[src/rtl/usb_pkg.sv]
// Shared types and defaults for the USB TX line-coding path.
package usb_pkg;

    // Stuffer FSM: PASS forwards source bits, STUFF owns one slot for the inserted 0.
    typedef enum logic {
        PASS  = 1'b0,
        STUFF = 1'b1
    } stuff_state_t;

    // USB full/low-speed stuffing rule: a 0 after six consecutive 1s.
    localparam int unsigned USB_RUN_LEN = 6;

endpackage

[src/rtl/usb_nrzi_enc.sv]
// NRZI level encoder: a raw 0 flips the line level, a raw 1 keeps it.
// The level idles at J (1) out of reset and after clr.
module usb_nrzi_enc (
    input  logic clk,
    input  logic nRST,
    input  logic clr,
    input  logic en,
    input  logic raw,
    output logic line
);

    logic level_q;
    logic level_d;

    // Next level: clr returns to J, an emitted raw 0 toggles, everything else holds.
    always_comb begin
        level_d = level_q;
        if (clr) begin
            level_d = 1'b1;
        end else if (en && !raw) begin
            level_d = ~level_q;
        end
    end

    // Level register; idle state is J.
    always_ff @(posedge clk or negedge nRST) begin
        if (!nRST) begin
            level_q <= 1'b1;
        end else begin
            level_q <= level_d;
        end
    end

    assign line = level_q;

endmodule

[src/rtl/usb_stuff_nrzi_tx.sv]
// TX line coder: bit stuffing after RUN_LEN consecutive 1s, optional NRZI,
// paced by bit_tick. The source is stalled through in_ready for the stuffed slot.
module usb_stuff_nrzi_tx
    import usb_pkg::*;
#(
    parameter int unsigned RUN_LEN = USB_RUN_LEN,
    parameter bit          NRZI_EN = 1'b1
) (
    input  logic clk,
    input  logic nRST,
    input  logic clr,
    input  logic bit_tick,
    input  logic in_valid,
    input  logic in_bit,
    input  logic in_last,
    input  logic bypass,
    output logic in_ready,
    output logic out_raw,
    output logic out_bit,
    output logic out_valid,
    output logic stuff_inserted
);

    // Wide enough to hold RUN_LEN itself; the count is parked there while in STUFF.
    localparam int unsigned CNT_W = $clog2(RUN_LEN + 1);

    stuff_state_t     state_q, state_d;
    logic [CNT_W-1:0] cnt_q, cnt_d;
    logic             out_raw_q, out_raw_d;
    logic             out_valid_q, out_valid_d;
    logic             stuff_q, stuff_d;
    logic             accept;
    logic             run_done;

    assign in_ready = (state_q == PASS) && !clr;
    assign accept   = bit_tick && in_valid && in_ready;
    // This counted 1 is the RUN_LEN-th in a row, so the next slot must be a stuffed 0.
    assign run_done = !bypass && in_bit && (cnt_q == CNT_W'(RUN_LEN - 1));

    // Next state and next outputs; pulses default low, raw bit holds between ticks.
    always_comb begin
        state_d     = state_q;
        cnt_d       = cnt_q;
        out_raw_d   = out_raw_q;
        out_valid_d = 1'b0;
        stuff_d     = 1'b0;
        if (clr) begin
            // clr wins over both an offered bit and a pending stuff.
            state_d = PASS;
            cnt_d   = '0;
        end else if (bit_tick) begin
            if (state_q == STUFF) begin
                out_raw_d   = 1'b0;
                out_valid_d = 1'b1;
                stuff_d     = 1'b1;
                cnt_d       = '0;
                state_d     = PASS;
            end else if (accept) begin
                out_raw_d   = in_bit;
                out_valid_d = 1'b1;
                if (run_done) begin
                    // Even on a last bit the stuff goes out first; STUFF clears the count.
                    cnt_d   = CNT_W'(RUN_LEN);
                    state_d = STUFF;
                end else if (bypass || !in_bit || in_last) begin
                    // Bypassed bits, zeros and packet ends all break the run.
                    cnt_d = '0;
                end else begin
                    cnt_d = cnt_q + CNT_W'(1);
                end
            end
        end
    end

    // State, counter and registered outputs.
    always_ff @(posedge clk or negedge nRST) begin
        if (!nRST) begin
            state_q     <= PASS;
            cnt_q       <= '0;
            out_raw_q   <= 1'b0;
            out_valid_q <= 1'b0;
            stuff_q     <= 1'b0;
        end else begin
            state_q     <= state_d;
            cnt_q       <= cnt_d;
            out_raw_q   <= out_raw_d;
            out_valid_q <= out_valid_d;
            stuff_q     <= stuff_d;
        end
    end

    assign out_raw        = out_raw_q;
    assign out_valid      = out_valid_q;
    assign stuff_inserted = stuff_q;

    // The encoder sees the same next-state strobe so its level lines up with out_raw.
    generate
        if (NRZI_EN) begin : gen_nrzi
            usb_nrzi_enc u_nrzi (
                .clk  (clk),
                .nRST (nRST),
                .clr  (clr),
                .en   (out_valid_d),
                .raw  (out_raw_d),
                .line (out_bit)
            );
        end else begin : gen_raw
            assign out_bit = out_raw_q;
        end
    endgenerate

endmodule
[config.mk]
export PLATFORM = sky130hd
export DESIGN_NAME = usb_stuff_nrzi_tx
export DESIGN_NICKNAME = d
export VERILOG_FILES = /design/src/rtl/usb_pkg.sv /design/src/rtl/usb_nrzi_enc.sv /design/src/rtl/usb_stuff_nrzi_tx.sv
export SDC_FILE = /design/constraint.sdc
export NUM_CORES = 1
export LEC_CHECK = 0
export CAP_MARGIN = 20
export CORE_MARGIN = 8
export CORE_UTILIZATION = 30
export DETAILED_ROUTE_END_ITERATION = 8
export PLACE_DENSITY = 0.6
export RECOVER_POWER = 50
export SETUP_SLACK_MARGIN = 0.2
export SLEW_MARGIN = 20
export SYNTH_ARGS = -nofsm -noshare
export SYNTH_HDL_FRONTEND = slang
export SYNTH_SLANG_ARGS = --single-unit
export TNS_END_PERCENT = 1
[constraint.sdc]
create_clock -name clk -period 1.1 [get_ports clk]
set_input_delay 0.22 -clock clk [delete_from_list [all_inputs] [get_ports clk]]
set_output_delay 0.22 -clock clk [all_outputs]
set_load 0.02 [all_outputs]
# Word level (Yosys, flattened, before mapping)
# Index checks and enable logic that the tools add are counted.
# totals
wordCells,50
ramBits,0
latch_bits,0
mem_bits_ro,0
ff_bits,8
n_memories,0
# classes
magnitude_cmp,0
div_mod_pow,0
multipliers,0
eq_ne,1
add_sub_neg,1
bitwise,2
n_reduce_logical,16
shifts,0
n_mux,24
# ops
operator,n
2-to-1 mux 1 bit,18
2-to-1 mux 3 bit,6
logical AND 1 bit,6
zero test 1 bit,4
nonzero test 2 bit,2
"adder 3 x 1 -> 3 bit, second input constant",1
"equality test 3 bit, second input constant",1
nonzero test 3 bit,1
logical OR 1 bit,2
NOT 1 bit,2
AND reduction 2 bit,1

# Longest topological paths before layout
# Gate-level depths: netlist of the first run.
# depth
ltp_word,11
mapped_depth,5
mapped_depth_nobuf,5

# Hierarchy
# Synthesis of the first run repeated with hierarchy kept, for this count alone.
# unflattened
cells_unflattened,37
area_unflattened_um2,427.9
# by_module_without_submodules
mod,area_per_inst_um2,n_inst,seq_area_each_um2,cells_each
usb_stuff_nrzi_tx,372.9,1,175.2,32
usb_nrzi_enc,55.1,1,26.3,5

# Worst setup path after synthesis of the first run
# OpenSTA, ideal clock, no wires.
# synth_path
path_kind,reg2reg
startpoint,register cnt_q[0]
endpoint,register cnt_q[2]
required_time_ns,0.979
t_arrival_ns,1.123
path_slack_ns,-0.144
setup_ns,0.121
period_less_slack_ns,1.244
path_stages_with_launch,5
path_cell_list,dfrtp_1 ha_1 o21bai_1 a21o_1 a22o_1
# synth_between
elab_chain_len,7
word_cells_on_any_way,9
# synth_rtl
element,line,rtl
from (decl),usb_stuff_nrzi_tx.sv:28,"logic [CNT_W-1:0] cnt_q, cnt_d;"
from (signal assigned),usb_stuff_nrzi_tx.sv:85,cnt_q <= cnt_d;
adder 3 x 1 -> 3 bit / equality test 3 bit (equally long branches),"usb_stuff_nrzi_tx.sv:69, usb_stuff_nrzi_tx.sv:38",
2-to-1 mux 3 bit / logical AND 1 bit (equally long branches),"usb_stuff_nrzi_tx.sv:65, usb_stuff_nrzi_tx.sv:38",
2-to-1 mux 3 bit *,usb_stuff_nrzi_tx.sv:61,if (run_done) begin
2-to-1 mux 3 bit *,usb_stuff_nrzi_tx.sv:58,end else if (accept) begin
2-to-1 mux 3 bit *,usb_stuff_nrzi_tx.sv:52,if (state_q == STUFF) begin
2-to-1 mux 3 bit *,usb_stuff_nrzi_tx.sv:51,end else if (bit_tick) begin
2-to-1 mux 3 bit *,usb_stuff_nrzi_tx.sv:47,if (clr) begin
# Mark *: on every way between the ends. The rest lies on a longest branch, timed or not. The select of a mux whose other input is x is not followed.
# A chain may end at the register's enable or synchronous reset.

# Final worst setup path of the first run
# layout_path
startpoint,register cnt_q[1]
endpoint,register cnt_q[2]
# The elaborated chain is that of the path after synthesis.

==> metrics, run 1 <==
Post-DP HPWL between 800 and 900 um; leakage power 0.328 nW; I/O pins 13; Startpoint Class flip-flop; EDFF count, synth 0; Final Power 0.713 mW; WHS ~0.22 ns; Net count, final 76; Cells after Synth 40; final slew viol count 0; f_max just over 800 MHz; clock buffer depth 2; synthesized flop and latch total 8; grt total ovfl 0; pre-CTS worst setup slack -0.458 ns; CTS H-Tree Depth 1; Max Cap Violations 0; Synth top cells by count 8 x nor2_1, 7 x dfrtp_1, 3 x a22o_1, 3 x inv_1, 3 x o21ai_0; design area between 600 and 700 um2; PD cells 1050 mW/mm2; Clock Skews approximately 0.00086 ns; Area Growth Syn to Fin 57.1%; worst min-delay path category in2async; slowest CP cell dfrtp_1; TritonCTS buffer count 3; largest net degree at the start of global routing 7; Syn. warnings 0; layout cells sized above 1 0.385; Yosys cell types 18; vias in the first global route about 400; Ant. Diodes 0; CTS sink count 8; # setup viols final 4; cell with the most instances after synthesis nor2_1; Post-DRT Antenna Nets 0; syn avg cell area between 10 and 15 um2; # placed instances 76; Placer Congestion 0.683; mapped cell area 432 um2; Max-Slew Margin vs Limit 0.822; Worst Tran Pin Value 0.266 ns; Tmin final 1.21 ns; vias post-DR 396; main flop type after synthesis dfrtp_1; Mapped Nets 50; initial antenna violation count 0; drc violations 0; Finished Layout Cells 80; area leader, netlist dfrtp_1; top cells by area, synth dfrtp_1 41%, nor2_1 7.0%, dfstp_2 6.1%; core footprint roughly 0.0013 mm2; CP endpoint kind flip-flop; row cnt 13; crit path DAT 1.37 ns; First DRT Iteration DRCs 4; Pre-Repair DR Iteration Count 4; Initial Utilization 0.328; flop-to-flop setup slack -0.11 ns; WS Path Type reg2reg; Die Y 53.9 um; Worst-Skew Late Latency 0.26 ns; GRT Total Usage 0.0910; WP data required 1.25 ns; IR drop worst, VDD 0.000447 V; DR WL/cell ~13 um; first-pass GRT wire length 1830 um; Async S/R FF share, synth 1.00; Vias/cell 4.95; proportion of netlist area held by the largest area contributor 0.406; final worst path period share 1.10; Die ar. between 0.002 and 0.003 mm2; Die Span X 53.9 um; fraction of the yosys area taken by sequential cells 0.467; CP peak stage delay 0.40 ns; RSZ-0062 raised after global routing yes; clock slew at reported path FFs ~0.060 ns; Port Buffers 12; final wirelength 1060 um; outcome finished, violations left; CTS tree yes; Final Worst Setup Slack -0.114 ns; final hold violations 0; failing checks setup timing; Worst Path Max Fanout 3; Clock Tree Root clkbuf_4; crit-path cells inv_2 -> ha_2 -> o21bai_1 -> a21o_1 -> a22o_1; Area after DPL ~640 um2; hold buffers post-CTS 0
## flip-flops by register name, summed over array words and instances, names as in the netlist
name / flops
cnt_q: 3
gen_nrzi.u_nrzi.line: 1
out_raw: 1
out_valid: 1
state_q: 1
stuff_inserted: 1
## cell usage in the layout, fill, tap and decap left out
cell,netlist,final
nand4b_4,1,1
clkbuf_1,0,2
mux2i_1,1,1
nor3_4,1,1
dlygate4sd3_1,0,1
dfstp_2,1,1
dfrtp_1,7,7
nand2b_1,1,1
o21ai_0,3,1
a22o_1,3,3
nor3b_1,1,1
inv_1,3,1
o21a_1,1,1
o21bai_1,1,1
nor2b_1,2,2
nor2_1,8,8
ha_2,0,2
nand2_1,1,1
o21ai_2,0,2
a32o_1,2,2
clkbuf_4,0,3
dlygate4sd2_1,0,4
buf_4,0,7
a21o_1,1,1
inv_2,0,2
buf_6,0,6
clkdlybuf4s50_1,0,2
## cells by family (layout without fill, tap and decap cells)
| logic type | Yosys count | after routing | synth area share |
|---|---|---|---|
| compound gates | 11 | 11 | 0.194 |
| mux | 1 | 1 | 0.0232 |
| simple gates | 15 | 15 | 0.232 |
| fa+ha+maj | 2 | 2 | 0.0580 |
| flops | 8 | 8 | 0.467 |
| buf+inv | 3 | 28 | 0.0261 |
## area by class of cell
class,instances,area (um2)
Sequential cell,8,201
Inverter,3,11.3
Clock buffer,4,26.3
Timing Repair Buffer,21,189
Tap cell,15,18.8
Multi-Input combinational cell,29,231
Fill cell,126,639
## critical path, delay by kind of cell, from the launching register on
kind | cells | cell delay, ns
AO/OA/AOI/OAI | 3 | 0.48
flip-flops | 1 | 0.40
buffers and inverters | 1 | 0.04
adder cells (fa/ha/maj) | 1 | 0.18
## path summary, 6_finish.rpt
| path | end | start | cells past startpoint |
|---|---|---|---|
| max | cnt_q[2]$_DFFE_PN0P_ | cnt_q[1]$_DFFE_PN0P_ | 5 |
| min | state_q$_DFFE_PN0P_ | nRST | 1 |
| max reg2reg | cnt_q[2]$_DFFE_PN0P_ | cnt_q[1]$_DFFE_PN0P_ | 5 |
| min reg2reg | cnt_q[2]$_DFFE_PN0P_ | cnt_q[2]$_DFFE_PN0P_ | 1 |
| max in group asynchronous | out_raw$_DFF_PN0_ | nRST | 2 |
| min in group clk | gen_nrzi.u_nrzi.line$_DFFE_PN1P_ | bit_tick | 3 |
## where the power goes
| group | internal (mW) | switching [mW] | leakage [nW] | total, mW |
|---|---|---|---|---|
| Clock | 0.140 | 0.119 | 0.0150 | 0.259 |
| Combinational | 0.0772 | 0.0638 | 0.209 | 0.141 |
| Sequential | 0.305 | 0.00748 | 0.104 | 0.313 |
## routing by layer
layer	global-route usage	share of wire
met4	0.113	0.042
met3	0.0193	0.063
met1	0.103	0.45
met2	0.125	0.44
met5	0	0
## through the flow
step	util	setup TNS [ns]
2_1_floorplan	-	-0.0647
3_3_place_gp	0.488	-3.02
3_5_place_dp	0.488	-3.10
4_1_cts	0.510	-0.389
5_1_grt	0.515	-0.632
6_report	0.515	-0.315
## what timing repair did
item	CTS	global route
setup endpoints to repair	13	11
resized for setup	37	4
setup buffers	0	0
pin swaps	2	3
(Power assumes the default switching activity.)
==> run 2, diff against run 1 <==
- ABC_CLOCK_PERIOD_IN_PS: not set -> 1100
- HOLD_SLACK_MARGIN: not set -> 0.12
==> results of run 2 <==
Same layout as run 1: the final DEF is identical, and so are final timing and power.
==> edit 1, RTL diff (flow settings as in run 1) <==
Make the reset (`nRST`) synchronous in 2 clocked blocks.
--- a/src/rtl/usb_nrzi_enc.sv
+++ b/src/rtl/usb_nrzi_enc.sv
@@ -23,7 +23,7 @@
     end
 
     // Level register; idle state is J.
-    always_ff @(posedge clk or negedge nRST) begin
+    always_ff @(posedge clk) begin
         if (!nRST) begin
             level_q <= 1'b1;
         end else begin
--- a/src/rtl/usb_stuff_nrzi_tx.sv
+++ b/src/rtl/usb_stuff_nrzi_tx.sv
@@ -73,7 +73,7 @@
     end
 
     // State, counter and registered outputs.
-    always_ff @(posedge clk or negedge nRST) begin
+    always_ff @(posedge clk) begin
         if (!nRST) begin
             state_q     <= PASS;
             cnt_q       <= '0;
Function: differs if nRST is asserted again (counterexample within 4 cycles, from zero or initial values and one cycle with nRST low); with nRST held inactive, the same outputs for 10 cycles.
==> edit 1 against run 1 <==
The flow still finishes with violations (negative setup slack); power decreased by 13%; sequential cell count stayed put; routed wire length fell by 7.5%; area after synthesis down 7.5%; core utilization up 0.60 points; final area decreased by 2.6%; critical path type unchanged; largest power group unchanged; setup slack gained 0.084 ns; sequential power shrank 5%; maximum frequency increased by 7.5%.
==> edit 1: results <==
group,metric,value,unit
run_status,outcome,"finished with violations",
critical_path,max_stage_delay,0.34,ns
cells_and_area,num-nets-final,82,
logic_synthesis,async_flop_share,0,%
run_status,failed_checks,"negative setup slack",
logic_synthesis,syn_nets,55,
critical_path,r2r-start,"state_q",
drt,viasPerCell,4.73,
cells_and_area,multi_input_cells,36,
worst_hold_path,hold_class,"primary input to flip-flop",
critical_path,endpoint,"cnt_q[2]",
cells_and_area,buffers_excl_clock,22,
critical_path,crit_family,"simple AND/OR/NAND/NOR gates",
grt,met3_usage,2.84,%
grt,grt_pass1_vias,362,
place,post-place-ws,-0.470,ns
critical_path,critPathMaxFanout,4,
grt,grt_use_met2,11.7,%
logic_synthesis,synth-main-ff-cell,"dfxtp_1",
sta,setup_ws,-0.0300,ns
cells_and_area,area_share_clock_buf_inv,3.41,%
critical_path,crit_slowest_cell,"dfxtp_2",
clock_tree,post_cts_buffers,2,
power_and_ir_drop,power.density,941,nW/um^2
critical_path,cp.arrival,1.26,ns
drt,wl_met2,443,microns
cells_and_area,clkbuf_count,3,
logic_synthesis,synthTopCellsByCount,"dfxtp_1, nor2_1, nand2_1",
cells_and_area,inverters,1,
cells_and_area,multi_input_area,255,sq um
cells_and_area,buf_share,29.7,%
logic_synthesis,ys_types,20,
place,gp_congestion,0.748,
logic_synthesis,synth_adder_area_share,6.27,%
grt,grt_pass1_wl,1630,microns
clock_tree,post_cts_resized,43,
sta,setup_viol,2,
grt,grt_util_all_layers,7.73,%
drt,wl_per_cell,11.5,microns
-- edit 1: cell count changes in the layout (fill, tap and decap cells not counted), moves of 3 or more --
cell,before,now
dfrtp_1,7,0
nand2_1,1,4
dfxtp_2,0,3
a22o_1,3,0
dfxtp_1,0,5
-- edit 1: worst reg2reg max path, cell delays in order (launching register included) --
cell and delay (ns):
dfxtp_2 0.34, buf_6 0.09, and4bb_4 0.19, and2_4 0.15
a22oi_2 0.17, nand3_1 0.09
-- edit 1: metrics by stage --
step | cell area (sq um) | hold slack [ns] | util [%] | TNS, ns | std cells
floorplan | 400 | 0.341 | - | 0 | 45
global placement | 599 | 0.453 | 47.2 | -3.12 | 80
detailed placement | 599 | 0.454 | 47.2 | -3.23 | 80
CTS | 661 | 0.386 | 52.1 | -0.0603 | 85
global route | 661 | 0.384 | 52.1 | -0.233 | 85
finish | 661 | 0.394 | 52.1 | -0.0418 | 85
==> edit 2, RTL diff (flow settings as in run 1) <==
Made on the original files. The parameter `NRZI_EN` goes from 1'b1 to 1'b0.
--- a/src/rtl/usb_stuff_nrzi_tx.sv
+++ b/src/rtl/usb_stuff_nrzi_tx.sv
@@ -4,7 +4,7 @@
     import usb_pkg::*;
 #(
     parameter int unsigned RUN_LEN = USB_RUN_LEN,
-    parameter bit          NRZI_EN = 1'b1
+    parameter bit          NRZI_EN = 1'b0
 ) (
     input  logic clk,
     input  logic nRST,
Check against the original RTL: not equivalent (Yosys sat finds a counterexample within 4 cycles, from zero or initial values and one cycle with nRST low).
==> edit 2 against run 1 <==
The run still ends with negative setup slack left; power fell by 7.4%; largest power group unchanged; combinational power grew 9.9%; area after synthesis fell by 4.6%; global-route usage shrank 0.97 points; sequential cell count down 1; largest cell class unchanged; final area fell by 0.37%; sequential share of layout area fell by 3.8 points; final cell count decreased by 5.0%; routed wire length increased by 2.9%; setup slack lost 0.041 ns; clock power is 11% lower.
==> edit 2: results <==
group,metric,value,unit
logic_synthesis,synth_adder_area_share,6.08,%
cells_and_area,drive_above_1_share,44.3,%
logic_synthesis,syn_nets,48,
logic_synthesis,synth_compound_area_share,17.3,%
grt,grt_pass1_wl,1640,microns
place,post-place-ws,-0.538,ns
grt,grt_util_all_layers,8.13,%
logic_synthesis,ys_types,23,
grt,grt_max_degree,8,
sta,setup_viol,5,
clock_tree,post_cts_resized,32,
logic_synthesis,yosysSeqAreaShare,42.6,%
drt,wl_per_cell,14.3,microns
drt,routed_wirelength,1090,microns
drt,drt_iter0_drc,2,
sta,setup_ws,-0.155,ns
drt,dr_wl_met3,58,microns
grt,met3_usage,1.68,%
logic_synthesis,synthTopCellsByCount,"dfrtp_1, inv_1, nor2_1, o21ai_0",
grt,met1_usage,8.51,%
sta,tns,-0.380,ns
logic_synthesis,yosys-top-cells-area,"dfrtp_1, ha_1, a22o_1",
run_status,failed_checks,"negative setup slack",
grt,grt_pass1_vias,390,
power_and_ir_drop,swShare,25.3,%
logic_synthesis,syn-instance-count,38,
clock_tree,ctsRootBufferMaster,"clkbuf_4",
run_status,outcome,"finished with violations",
place,hpwl,861,microns
sta,fin_worst_skew,0.00356,ns
drt,drt-met1-wl,457,microns
logic_synthesis,synthMuxAreaShare,0,%
place,gp_congestion,0.735,
sta,worstMarginPinSlew,0.334,ns
place,place_area,606,sq um
drt,dr_total_vias,385,
drt,wl_met2,550,microns
==> edit 2: power groups by stage <==
stage,logic [uW],clock network (uW),registers [uW]
finish,155,230,275
global route,166,253,276
CTS,147,241,273
detailed placement,146,0,277
global placement,144,0,276
floorplan,51.0,0,284
==> edit 2: how the worst min path moves through the flow <==
stage	slack [ns]	end
finish	0.31	state_q
global route	0.32	out_bit
CTS	0.24	out_valid
detailed placement	0.51	stuff_inserted
global placement	0.51	cnt_q[0]
floorplan	-0.08	cnt_q[0]
==> edit 2: worst max-delay path: stages (launching register included) <==
cell	delay, ns
dfrtp_1	0.39
inv_1	0.06
ha_2	0.17
nand4b_1	0.11
o21ai_1	0.08
a221o_2	0.33
==> edit 2: cell type report <==
class | instances | area, sq um
inverter | 3 | 11.3
clock buffer | 4 | 26.3
timing repair buffer | 20 | 198
sequential | 7 | 175
multi-input combinational | 27 | 246
fill | 126 | 609
tap | 15 | 18.8
